==> config.mk <==
export PLATFORM = sky130hd
export DESIGN_NAME = stream_source
export DESIGN_NICKNAME = d
export VERILOG_FILES = /design/src/rtl/stream_source.sv
export SDC_FILE = /design/constraint.sdc
export NUM_CORES = 1
export LEC_CHECK = 0
export ABC_AREA = 1
export CAP_MARGIN = 15
export CORE_MARGIN = 1.5
export CORE_UTILIZATION = 54
export DETAILED_ROUTE_END_ITERATION = 10
export PLACE_DENSITY = 0.78
export SLEW_MARGIN = 20
export SYNTH_ARGS = -nofsm -noshare
export SYNTH_HDL_FRONTEND = slang
export SYNTH_SLANG_ARGS = --single-unit
==> constraint.sdc <==
create_clock -name clk -period 3.09 [get_ports clk]
set_input_delay 0.4635 -clock clk [delete_from_list [all_inputs] [get_ports clk]]
set_output_delay 0.4635 -clock clk [all_outputs]
set_load 0.05 [all_outputs]
==> src/rtl/stream_source.sv <==
// stream_source: valid/ready burst transmitter emitting seed + k*incr data beats.
// Optional macro STREAM_SOURCE_THROTTLE_EN inserts LFSR-driven gaps before beats.
module stream_source #(
  parameter int DATA_WIDTH = 32,
  parameter int LEN_WIDTH  = 16
) (
  input  logic                  clk,
  input  logic                  rst_n,
  input  logic                  start,
  input  logic [LEN_WIDTH-1:0]  cfg_len,
  input  logic [DATA_WIDTH-1:0] cfg_seed,
  input  logic [DATA_WIDTH-1:0] cfg_incr,
  input  logic                  abort,
  output logic [DATA_WIDTH-1:0] out_data,
  output logic                  out_valid,
  input  logic                  out_ready,
  output logic                  out_last,
  output logic                  busy,
  output logic                  done,
  output logic [LEN_WIDTH-1:0]  sent_count
);

  typedef enum logic [1:0] {IDLE, SEND, DONE} state_t;

  localparam logic [LEN_WIDTH-1:0] LEN_ONE = LEN_WIDTH'(1);

  state_t                state;
  logic [LEN_WIDTH-1:0]  len_q;
  logic [DATA_WIDTH-1:0] incr_q;
  logic                  abort_pend;
  logic                  stall;
  logic                  handshake;
  logic [LEN_WIDTH-1:0]  count_next;

`ifdef STREAM_SOURCE_THROTTLE_EN
  logic [15:0] lfsr;

  always_ff @(posedge clk or negedge rst_n) begin
    if (!rst_n) begin
      lfsr <= 16'hACE1;
    end else begin
      lfsr <= {lfsr[14:0], lfsr[15] ^ lfsr[13] ^ lfsr[12] ^ lfsr[10]};
    end
  end

  assign stall = (lfsr[1:0] == 2'b00);
`else
  assign stall = 1'b0;
`endif

  assign handshake  = out_valid && out_ready;
  assign count_next = sent_count + LEN_ONE;

  always_ff @(posedge clk or negedge rst_n) begin
    if (!rst_n) begin
      state      <= IDLE;
      len_q      <= '0;
      incr_q     <= '0;
      abort_pend <= 1'b0;
      out_data   <= '0;
      out_valid  <= 1'b0;
      out_last   <= 1'b0;
      busy       <= 1'b0;
      done       <= 1'b0;
      sent_count <= '0;
    end else begin
      case (state)
        IDLE: begin
          if (start) begin
            len_q      <= cfg_len;
            incr_q     <= cfg_incr;
            sent_count <= '0;
            abort_pend <= 1'b0;
            out_data   <= cfg_seed;
            busy       <= 1'b1;
            if (cfg_len == '0) begin
              state <= DONE;
              done  <= 1'b1;
            end else begin
              state     <= SEND;
              out_valid <= !stall;
              out_last  <= (cfg_len == LEN_ONE);
            end
          end
        end
        SEND: begin
          // Abort only ends the burst at a beat boundary; a pending beat is delivered first.
          if (handshake) begin
            sent_count <= count_next;
            if (count_next == len_q || abort || abort_pend) begin
              state     <= DONE;
              done      <= 1'b1;
              out_valid <= 1'b0;
              out_last  <= 1'b0;
            end else begin
              out_data  <= out_data + incr_q;
              out_last  <= (count_next == len_q - LEN_ONE);
              out_valid <= !stall;
            end
          end else if (!out_valid) begin
            if (abort || abort_pend) begin
              state    <= DONE;
              done     <= 1'b1;
              out_last <= 1'b0;
            end else if (!stall) begin
              out_valid <= 1'b1;
            end
          end else if (abort) begin
            abort_pend <= 1'b1;
          end
        end
        DONE: begin
          state <= IDLE;
          done  <= 1'b0;
          busy  <= 1'b0;
        end
        default: begin
          state <= IDLE;
        end
      endcase
    end
  end

endmodule

=== Yosys cells after proc, flatten, opt, wreduce, memory -nomap -nowiden ===
Index checks and enable logic that the tools add are counted.

* Bits in registers: 103
* Bits of input ports: 85
* Output and inout bits: 52

* Add/subtract/negate cells: 3
* Equality and inequality tests: 16
* Muxes and demuxes: 42
* Reduce and logical (&&, ||, !) cells: 18

{| class="wikitable"
|+ Operators with widths
! cell !! count
|-
| two-way mux 32 bit || 3
|-
| case mux 32 bit (2 select lines) || 1
|-
| adder 32 bit || 1
|-
| == test 16 bit || 2
|-
| two-way mux 16 bit || 2
|-
| case mux 16 bit (2 select lines) || 1
|-
| two-way mux 1 bit || 23
|-
| adder 16 x 1 -> 16 bit, second input constant || 1
|-
| == test 16 x 1 -> 1 bit, second input constant || 1
|-
| zero test 16 bit || 1
|-
| != test 2 bit, second input constant || 8
|-
| subtractor 16 x 1 -> 16 bit, second input constant || 1
|-
| two-way mux 2 bit || 6
|-
| AND reduction 5 bit || 2
|-
| != test 3 bit, second input constant || 3
|-
| case mux 1 bit (2 select lines) || 4
|-
| AND reduction 4 bit || 2
|-
| AND reduction 3 bit || 2
|-
| AND reduction 6 bit || 1
|-
| case mux 2 bit (2 select lines) || 1
|-
| AND reduction 2 bit || 2
|-
| nonzero test 2 bit || 2
|-
| logical OR 1 bit || 3
|-
| case mux 1 bit (3 select lines) || 1
|-
| other kinds (5) || 5
|}

=== Logic depth before layout (Yosys ltp) ===
Gate-level depths: netlist of run 1.

* Depth after elaboration: 7
* Gate-level depth with buffers: 18

=== Worst setup path before layout of run 1 ===
Ideal clock, no wire load.

* Kind: register -> register
* From: register out_data[0]
* To: register out_data[24]
* Library setup time: 0.118 ns
* Arrival time: 2.583 ns
* Required time: 2.972 ns
* Slack: 0.389 ns
* Stages on the path, launching flop included: 17
* Buffers on the path: 0
* Path through: dfrtp_1 -> ha_1 -> inv_1 -> fa_1 -> nand3b_1 -> nand2_1 -> inv_1 -> o21ai_0 -> inv_1 -> o21ai_0 -> nand2_1 -> nand2_1 -> nand2_1 -> nand3_1 -> nand2_1 -> nand3_1 -> nand2_1

* Word-level cells in the longest chain between the ends: 4

{| class="wikitable"
|+ RTL lines
! what !! line !! text
|-
| start, declared || 14 || <nowiki>output logic [DATA_WIDTH-1:0] out_data,</nowiki>
|-
| start signal, assigned || 74 || <nowiki>out_data <= cfg_seed;</nowiki>
|-
| start signal, assigned || 96 || <nowiki>out_data <= out_data + incr_q;</nowiki>
|-
| adder 32 bit || 96 ||
|-
| two-way mux 32 bit || 90 || <nowiki>if (count_next == len_q || abort || abort_pend) begin</nowiki>
|-
| two-way mux 32 bit || 88 || <nowiki>if (handshake) begin</nowiki>
|-
| case mux 32 bit (2 select lines) || 67 || <nowiki>case (state)</nowiki>
|}

Every way passes these cells. The select of a mux whose other input is x is not followed.
A chain may end at the register's enable or synchronous reset.

=== Worst setup path in the final report of run 1 ===
Ends and elaborated chain as after synthesis.

==> flow_results.xml, run 1 <==
<?xml version="1.0" encoding="UTF-8"?>
<metrics>
  <group name="detailed_routing">
    <metric name="ant_nets" unit="">0</metric>
    <metric name="drt-initial-drc-count" unit="">665</metric>
    <metric name="drt_drc_violations_left" unit="">0</metric>
    <metric name="wl" unit="mm">22.5</metric>
    <metric name="wl_per_cell" unit="µm">15.2</metric>
    <metric name="routed-via-count" unit="">7974</metric>
    <metric name="drt_first_pass_iters" unit="">8</metric>
    <metric name="routed_via_density" unit="">5.39</metric>
  </group>
  <group name="die">
    <metric name="start_util" unit="%">55.3</metric>
    <metric name="ios" unit="">137</metric>
    <metric name="die_w" unit="µm">122</metric>
    <metric name="die_height" unit="µm">122</metric>
    <metric name="core_area" unit="mm²">0.0138</metric>
    <metric name="fp.dieArea" unit="mm²">0.0149</metric>
    <metric name="num_rows" unit="">43</metric>
  </group>
  <group name="pwr">
    <metric name="power-per-cell-area" unit="mW/mm²">1090</metric>
    <metric name="p_total" unit="mW">10.4</metric>
    <metric name="vdd_ir_drop_max" unit="mV">0.742</metric>
    <metric name="cellLeakagePower" unit="nW">4.77</metric>
  </group>
  <group name="grt">
    <metric name="grt.total_usage" unit="%">31.6</metric>
    <metric name="global_route_track_usage_on_met2" unit="%">48.7</metric>
    <metric name="global_route_total_overflow" unit="">0</metric>
    <metric name="gr-usage-met3" unit="%">4.73</metric>
    <metric name="antenna_found_initial" unit="">0</metric>
    <metric name="top_usage_layer" unit="">met2</metric>
    <metric name="first_pass_grt_wire_length" unit="mm">36.8</metric>
    <metric name="first_global_vias" unit="">7465</metric>
    <metric name="globalRouteMet1Util" unit="%">46.3</metric>
    <metric name="grt_max_degree" unit="">58</metric>
  </group>
  <group name="worst_setup_path">
    <metric name="critPathKind" unit="">register to register</metric>
    <metric name="worst_r2r_startpoint" unit="">out_data[0]</metric>
    <metric name="critPathLaunchType" unit="">register</metric>
    <metric name="reg2reg_slack" unit="ns">0.38</metric>
    <metric name="rr_worst_depth" unit="">16</metric>
    <metric name="worstReg2RegEnd" unit="">out_data[24]</metric>
    <metric name="critical_path_required" unit="ns">3.35</metric>
    <metric name="timing.critical_path.to_type" unit="">register</metric>
    <metric name="cp_data_arrival_time" unit="ns">2.97</metric>
    <metric name="crit_fanout" unit="">4</metric>
  </group>
  <group name="yosys">
    <metric name="synthesis.area" unit="mm²">0.00765</metric>
    <metric name="synth_top_flop_cell" unit="">sky130_fd_sc_hd__dfrtp_1</metric>
    <metric name="yosysUniqueCellTypes" unit="">41</metric>
    <metric name="yosysSeqAreaShare" unit="%">33.7</metric>
    <metric name="synth_seq_cells" unit="">103</metric>
    <metric name="synth.net_count" unit="">1286</metric>
    <metric name="synth.avg_cell_area" unit="µm²">6.57</metric>
    <metric name="synth-edff-count" unit="">0</metric>
    <metric name="synthArstFlopShare" unit="%">100</metric>
    <metric name="ys_warn_count" unit="">0</metric>
    <metric name="synthesis.instances" unit="">1164</metric>
  </group>
  <group name="sta">
    <metric name="finalSetupTns" unit="ns">0</metric>
    <metric name="setup_viol_count_final" unit="">0</metric>
    <metric name="finalCriticalPeriod" unit="ns">2.71</metric>
    <metric name="period_utilisation_layout" unit="%">87.8</metric>
    <metric name="relSlewSlack" unit="%">38.4</metric>
    <metric name="final.hold.worst_slack" unit="ns">0.491</metric>
    <metric name="report.final.slew_viol_count" unit="">0</metric>
    <metric name="worst_clock_skew" unit="ns">0.0107</metric>
    <metric name="worstMarginPinSlew" unit="ns">0.923</metric>
    <metric name="finalHoldViolations" unit="">0</metric>
    <metric name="achievable-frequency" unit="MHz">369</metric>
    <metric name="rsz0062_at_grt" unit="">false</metric>
  </group>
  <group name="min_path">
    <metric name="worst_hold_startpoint" unit="">incr_q[5]</metric>
    <metric name="worstHoldEndpoint" unit="">incr_q[5]</metric>
    <metric name="holdPathStages" unit="">2</metric>
    <metric name="class_of_the_worst_hold_path" unit="">register to register</metric>
  </group>
  <group name="final_layout">
    <metric name="post_route_cells_drive_above_1_share" unit="%">5.54</metric>
    <metric name="layout.cells.most_common_list" unit="">454 x sky130_fd_sc_hd__nand2_1, 135 x sky130_fd_sc_hd__clkdlybuf4s50_1, 109 x sky130_fd_sc_hd__nand3_1, 103 x sky130_fd_sc_hd__dfrtp_1, 100 x sky130_fd_sc_hd__inv_1</metric>
    <metric name="mostFrequentLayoutCell" unit="">sky130_fd_sc_hd__nand2_1</metric>
    <metric name="layout.nets" unit="">1416</metric>
    <metric name="final_design_instance_area_without_fill" unit="mm²">0.00952</metric>
    <metric name="layout.core_utilization" unit="%">68.8</metric>
    <metric name="area_delta_synth_final" unit="%">24.4</metric>
    <metric name="antennaDiodeCount" unit="">0</metric>
  </group>
  <group name="status">
    <metric name="status" unit="">complete, no violations</metric>
  </group>
  <group name="clocking">
    <metric name="cts_sinks" unit="">103</metric>
    <metric name="cts-htree-levels" unit="">3</metric>
    <metric name="cts.reportedPaths.clkPinSlew" unit="ns">0.08</metric>
    <metric name="cts_max_path_buffers" unit="">2</metric>
    <metric name="insertion_delay" unit="ns">0.37</metric>
    <metric name="postCtsSetupRepairBufs" unit="">0</metric>
    <metric name="cts_tree" unit="">built</metric>
    <metric name="clockRootBuffer" unit="">sky130_fd_sc_hd__clkbuf_16</metric>
    <metric name="cts_made_buffers" unit="">9</metric>
  </group>
  <group name="placement">
    <metric name="gp_routability_congestion" unit="">1.03</metric>
    <metric name="detailedPlacementHpwl" unit="mm">17.2</metric>
    <metric name="io_buffers" unit="">136</metric>
    <metric name="post_dp_cell_area" unit="mm²">0.00918</metric>
  </group>
  <group name="job">
    <metric name="max_cap_viol_count" unit="">0</metric>
  </group>
</metrics>
cells in the mapped netlist, drive strengths merged (8+ instances only):
| library cell | count | share of area (%) |
|---|---|---|
| nor2 | 106 | 5.8 |
| clkbuf | 14 | 0.69 |
| nand3 | 122 | 8.8 |
| dfrtp | 103 | 34 |
| ha | 36 | 5.9 |
| o22ai | 8 | 0.65 |
| inv | 104 | 5.1 |
| xor2 | 13 | 1.5 |
| nand4 | 13 | 1.1 |
| nand2 | 466 | 23 |
| a21oi | 49 | 3.2 |
| buf | 14 | 1.1 |
| o21ai | 64 | 4.2 |
critical path: stages, from the launching register on:
cell                       delay, ns
sky130_fd_sc_hd__dfrtp_1        0.39
sky130_fd_sc_hd__ha_1           0.19
sky130_fd_sc_hd__inv_1          0.05
sky130_fd_sc_hd__fa_1           0.41
sky130_fd_sc_hd__nand3b_1       0.17
sky130_fd_sc_hd__nand2_1        0.13
sky130_fd_sc_hd__inv_1          0.05
sky130_fd_sc_hd__o21ai_1        0.25
sky130_fd_sc_hd__inv_1          0.10
sky130_fd_sc_hd__o21ai_0        0.36
sky130_fd_sc_hd__nand2_1        0.14
sky130_fd_sc_hd__nand2_1        0.09
sky130_fd_sc_hd__nand2_1        0.05
sky130_fd_sc_hd__nand3_1        0.07
sky130_fd_sc_hd__nand2_1        0.05
sky130_fd_sc_hd__nand3_1        0.06
sky130_fd_sc_hd__nand2_1        0.05
kinds of logic after synthesis:
kind of cell | synth area share (%)
AND/OR/NAND/NOR | 41.3
buffers and inverters | 6.97
AO/OA/AOI/OAI | 9.64
flip-flops | 33.7
adder cells (fa/ha/maj) | 6.15
multiplexers | 0.262
XOR/XNOR | 1.95
power breakdown:
part | total, mW | leakage (nW) | switching [mW] | internal [mW]
Combinational | 6.69 | 3.31 | 4.45 | 2.24
Clock | 1.25 | 0.159 | 0.578 | 0.673
Sequential | 2.45 | 1.30 | 0.540 | 1.91
Total | 10.4 | 4.77 | 5.57 | 4.82
how the worst max path moves through the flow:
stage                     start      endpoint  slack (ns)  cells after the start
floorplan           out_data[0]  out_data[24]        0.39                     16
global placement    out_data[0]  out_data[24]        0.43                     16
detailed placement  out_data[0]  out_data[24]        0.37                     16
CTS                 out_data[0]  out_data[24]        0.32                     16
global route        out_data[0]  out_data[24]        0.11                     16
finish              out_data[0]  out_data[24]        0.38                     16
final cells by class:
type / count / area, µm²
clock inverters: 6 / 83.8
fillers: 1221 / 4310
clock buffers: 10 / 239
multi-input cells: 927 / 4540
inverters: 106 / 398
repair buffers: 147 / 1460
flip-flops and latches: 103 / 2580
well taps: 180 / 225
per-stage QoR:
step	setup WS, ns	instances
after floorplan	0.389	1164
after global placement	0.431	1462
after detailed placement	0.370	1462
after CTS	0.323	1479
after global routing	0.108	1479
final	0.378	1479
sequential cells by signal (all words and copies together), names as in the netlist:
signal,cells
len_q,16
abort_pend,1
incr_q,32
out_last,1
busy,1
sent_count,16
out_data,32
out_valid,1
state,2
done,1
routing by layer:
| layer | wire length, µm | part of all wire (%) |
|---|---|---|
| met2 | 9730 | 43 |
| met5 | 0 | 0 |
| met4 | 315 | 1.4 |
| met1 | 10800 | 48 |
| met3 | 1640 | 7.3 |
what timing repair did:
| action | in CTS | in global routing |
|---|---|---|
| hold buffers | 1 | 0 |
| gates resized for setup | 0 | 1 |
| endpoints found under the hold margin | 17 | 0 |
| endpoints found under the setup margin | 0 | 1 |
Note: power is estimated with default switching activity, not from simulation.
==> inputs of run 2 (changes only) <==
--- a/config.mk
+++ b/config.mk
@@ -6,10 +6,10 @@
 export NUM_CORES = 1
 export LEC_CHECK = 0
 export ABC_AREA = 1
-export CAP_MARGIN = 15
 export CORE_MARGIN = 1.5
 export CORE_UTILIZATION = 54
 export DETAILED_ROUTE_END_ITERATION = 10
+export GPL_TIMING_DRIVEN = 0
 export PLACE_DENSITY = 0.78
 export SLEW_MARGIN = 20
 export SYNTH_ARGS = -nofsm -noshare
==> run 2 against run 1 <==
Against the previous run: cell area rose by 0.76%; final cell count rose by 1.2%; first-iteration DRC count is 7.4% higher.
==> flow_results.xml, run 2 (synthesis gave the netlist of run 1 again) <==
<?xml version="1.0" encoding="UTF-8"?>
<metrics>
  <group name="detailed_routing">
    <metric name="drt_first_pass_iters" unit="">5</metric>
    <metric name="drt-initial-drc-count" unit="">714</metric>
    <metric name="routed-via-count" unit="">8158</metric>
    <metric name="ant_nets" unit="">0</metric>
    <metric name="drt_drc_violations_left" unit="">0</metric>
    <metric name="wl_per_cell" unit="µm">15.9</metric>
    <metric name="routed_via_density" unit="">5.45</metric>
    <metric name="wl" unit="mm">23.8</metric>
  </group>
  <group name="sta">
    <metric name="finalCriticalPeriod" unit="ns">2.87</metric>
    <metric name="worst_clock_skew" unit="ns">0.0126</metric>
    <metric name="finalHoldViolations" unit="">0</metric>
    <metric name="final.hold.worst_slack" unit="ns">0.000260</metric>
    <metric name="worstMarginPinSlew" unit="ns">0.758</metric>
    <metric name="achievable-frequency" unit="MHz">349</metric>
    <metric name="period_utilisation_layout" unit="%">92.8</metric>
    <metric name="rsz0062_at_grt" unit="">false</metric>
    <metric name="setup_viol_count_final" unit="">0</metric>
    <metric name="report.final.slew_viol_count" unit="">0</metric>
    <metric name="relSlewSlack" unit="%">49.4</metric>
  </group>
  <group name="pwr">
    <metric name="power-per-cell-area" unit="mW/mm²">1110</metric>
    <metric name="cellLeakagePower" unit="nW">4.79</metric>
    <metric name="vdd_ir_drop_max" unit="mV">0.618</metric>
  </group>
  <group name="clocking">
    <metric name="insertion_delay" unit="ns">0.36</metric>
    <metric name="cts_made_buffers" unit="">9</metric>
    <metric name="cts_sinks" unit="">103</metric>
    <metric name="cts-htree-levels" unit="">3</metric>
    <metric name="clockRootBuffer" unit="">sky130_fd_sc_hd__clkbuf_16</metric>
    <metric name="cts_hold_buf" unit="">0</metric>
    <metric name="cts_max_path_buffers" unit="">2</metric>
    <metric name="cts.reportedPaths.clkPinSlew" unit="ns">0.08</metric>
    <metric name="cts_tree" unit="">built</metric>
  </group>
  <group name="min_path">
    <metric name="class_of_the_worst_hold_path" unit="">primary input to async pin</metric>
  </group>
  <group name="worst_setup_path">
    <metric name="cpMostUsedCell" unit="">sky130_fd_sc_hd__inv_1</metric>
    <metric name="critPathKind" unit="">register to register</metric>
    <metric name="crit_path_cell_trace" unit="">inv_1, ha_1, buf_2, inv_1, clkbuf_1, nor2_1, inv_1, nand2_1, clkinv_1, clkbuf_1, nand3_1, nand2_1</metric>
    <metric name="critical_path_required" unit="ns">3.39</metric>
    <metric name="worstReg2RegEnd" unit="">out_data[7]</metric>
    <metric name="worst_r2r_startpoint" unit="">state[1]</metric>
    <metric name="timing.critical_path.to_type" unit="">register</metric>
    <metric name="critPathLaunchType" unit="">register</metric>
    <metric name="cp_data_arrival_time" unit="ns">3.17</metric>
    <metric name="reg2reg_slack" unit="ns">0.22</metric>
    <metric name="rr_worst_depth" unit="">12</metric>
    <metric name="slowest_delay" unit="ns">0.53</metric>
    <metric name="crit_fanout" unit="">10</metric>
    <metric name="critical_path.slowest_cell" unit="">sky130_fd_sc_hd__clkbuf_1</metric>
  </group>
  <group name="grt">
    <metric name="grt_max_degree" unit="">64</metric>
    <metric name="antenna_found_initial" unit="">0</metric>
    <metric name="global_route_total_overflow" unit="">0</metric>
    <metric name="grt.total_usage" unit="%">33.3</metric>
    <metric name="first_global_vias" unit="">7544</metric>
    <metric name="first_pass_grt_wire_length" unit="mm">38.4</metric>
  </group>
  <group name="placement">
    <metric name="place_inst" unit="">1481</metric>
    <metric name="gp_routability_congestion" unit="">1.03</metric>
    <metric name="detailedPlacementHpwl" unit="mm">18.9</metric>
    <metric name="io_buffers" unit="">136</metric>
  </group>
  <group name="final_layout">
    <metric name="layout.cells.most_common_list" unit="">454 x sky130_fd_sc_hd__nand2_1, 135 x sky130_fd_sc_hd__clkdlybuf4s50_1, 109 x sky130_fd_sc_hd__nand3_1, 103 x sky130_fd_sc_hd__dfrtp_1, 100 x sky130_fd_sc_hd__inv_1</metric>
    <metric name="antennaDiodeCount" unit="">0</metric>
    <metric name="reg_top3" unit="">incr_q (32), out_data (32)</metric>
    <metric name="final_cells" unit="">1497</metric>
    <metric name="area_delta_synth_final" unit="%">25.4</metric>
    <metric name="mostFrequentLayoutCell" unit="">sky130_fd_sc_hd__nand2_1</metric>
    <metric name="layout.nets" unit="">1434</metric>
    <metric name="post_route_cells_drive_above_1_share" unit="%">5.39</metric>
  </group>
  <group name="status">
    <metric name="status" unit="">complete, no violations</metric>
  </group>
  <group name="die">
    <metric name="die_w" unit="µm">122</metric>
    <metric name="start_util" unit="%">55.3</metric>
    <metric name="ios" unit="">137</metric>
    <metric name="fp.dieArea" unit="mm²">0.0149</metric>
    <metric name="die_height" unit="µm">122</metric>
    <metric name="core_area" unit="mm²">0.0138</metric>
    <metric name="num_rows" unit="">43</metric>
  </group>
  <group name="job">
    <metric name="max_cap_viol_count" unit="">0</metric>
  </group>
</metrics>
==> run 2: final cells by class <==
| class | instances | area (µm²) |
|---|---|---|
| tap | 180 | 225 |
| inverter | 106 | 398 |
| clock buffer | 9 | 225 |
| fill | 1261 | 4240 |
| multi-input combinational | 927 | 4540 |
| clock inverter | 7 | 101 |
| timing repair buffer | 137 | 1390 |
| sequential | 103 | 2580 |
| buffer | 28 | 135 |
==> run 2: per-layer routing <==
| layer | global-route usage (%) | share of wire [%] |
|---|---|---|
| met1 | 48.7 | 46 |
| met2 | 50.8 | 44 |
| met4 | 7.13 | 0.83 |
| met5 | 0 | 0 |
| met3 | 6.88 | 9.0 |
==> run 2: report_power, final <==
part	leakage, nW	switching (mW)	total, mW	internal (mW)
clock	0.159	0.587	1.24	0.654
sequential	1.30	0.534	2.44	1.91
combinational	3.33	4.62	6.91	2.29
total	4.79	5.74	10.6	4.86
==> run 2: worst max-delay path by stage <==
stage / slack [ns] / from / depth (start not counted) / endpoint
after floorplan: 0.39 / out_data[0] / 16 / out_data[24]
after global placement: -2.40 / rst_n / 1 / incr_q[19]
after detailed placement: 0.20 / out_data[0] / 16 / out_data[24]
after CTS: 0.12 / out_data[0] / 16 / out_data[24]
after global routing: 0.06 / state[1] / 12 / out_data[7]
final: 0.22 / state[1] / 12 / out_data[7]
==> run 2: critical path: cells and delay by family, from the launching register on <==
family,cells,cell delay (ns)
buffers and inverters,7,1.67
and+or+nand+nor,4,0.58
DFF,1,0.39
adders and majority gates,1,0.18
==> run 2: through the flow <==
stage | TNS, ns | utilization (%) | total power [mW] | setup slack, ns | cell area, µm²
floorplan | 0 | - | 7.17 | 0.389 | 7650
global placement | -245.99 | 66.8 | 9.10 | -2.40 | 9230
detailed placement | 0 | 67.0 | 9.22 | 0.200 | 9260
CTS | 0 | 69.4 | 10.5 | 0.124 | 9590
global route | 0 | 69.4 | 11.5 | 0.0609 | 9590
finish | 0 | 69.4 | 10.6 | 0.221 | 9590
==> run 2: repair_timing <==
action	CTS	global route
setup endpoints to repair	0	1
buffers inserted	0	0
resized for setup	0	2
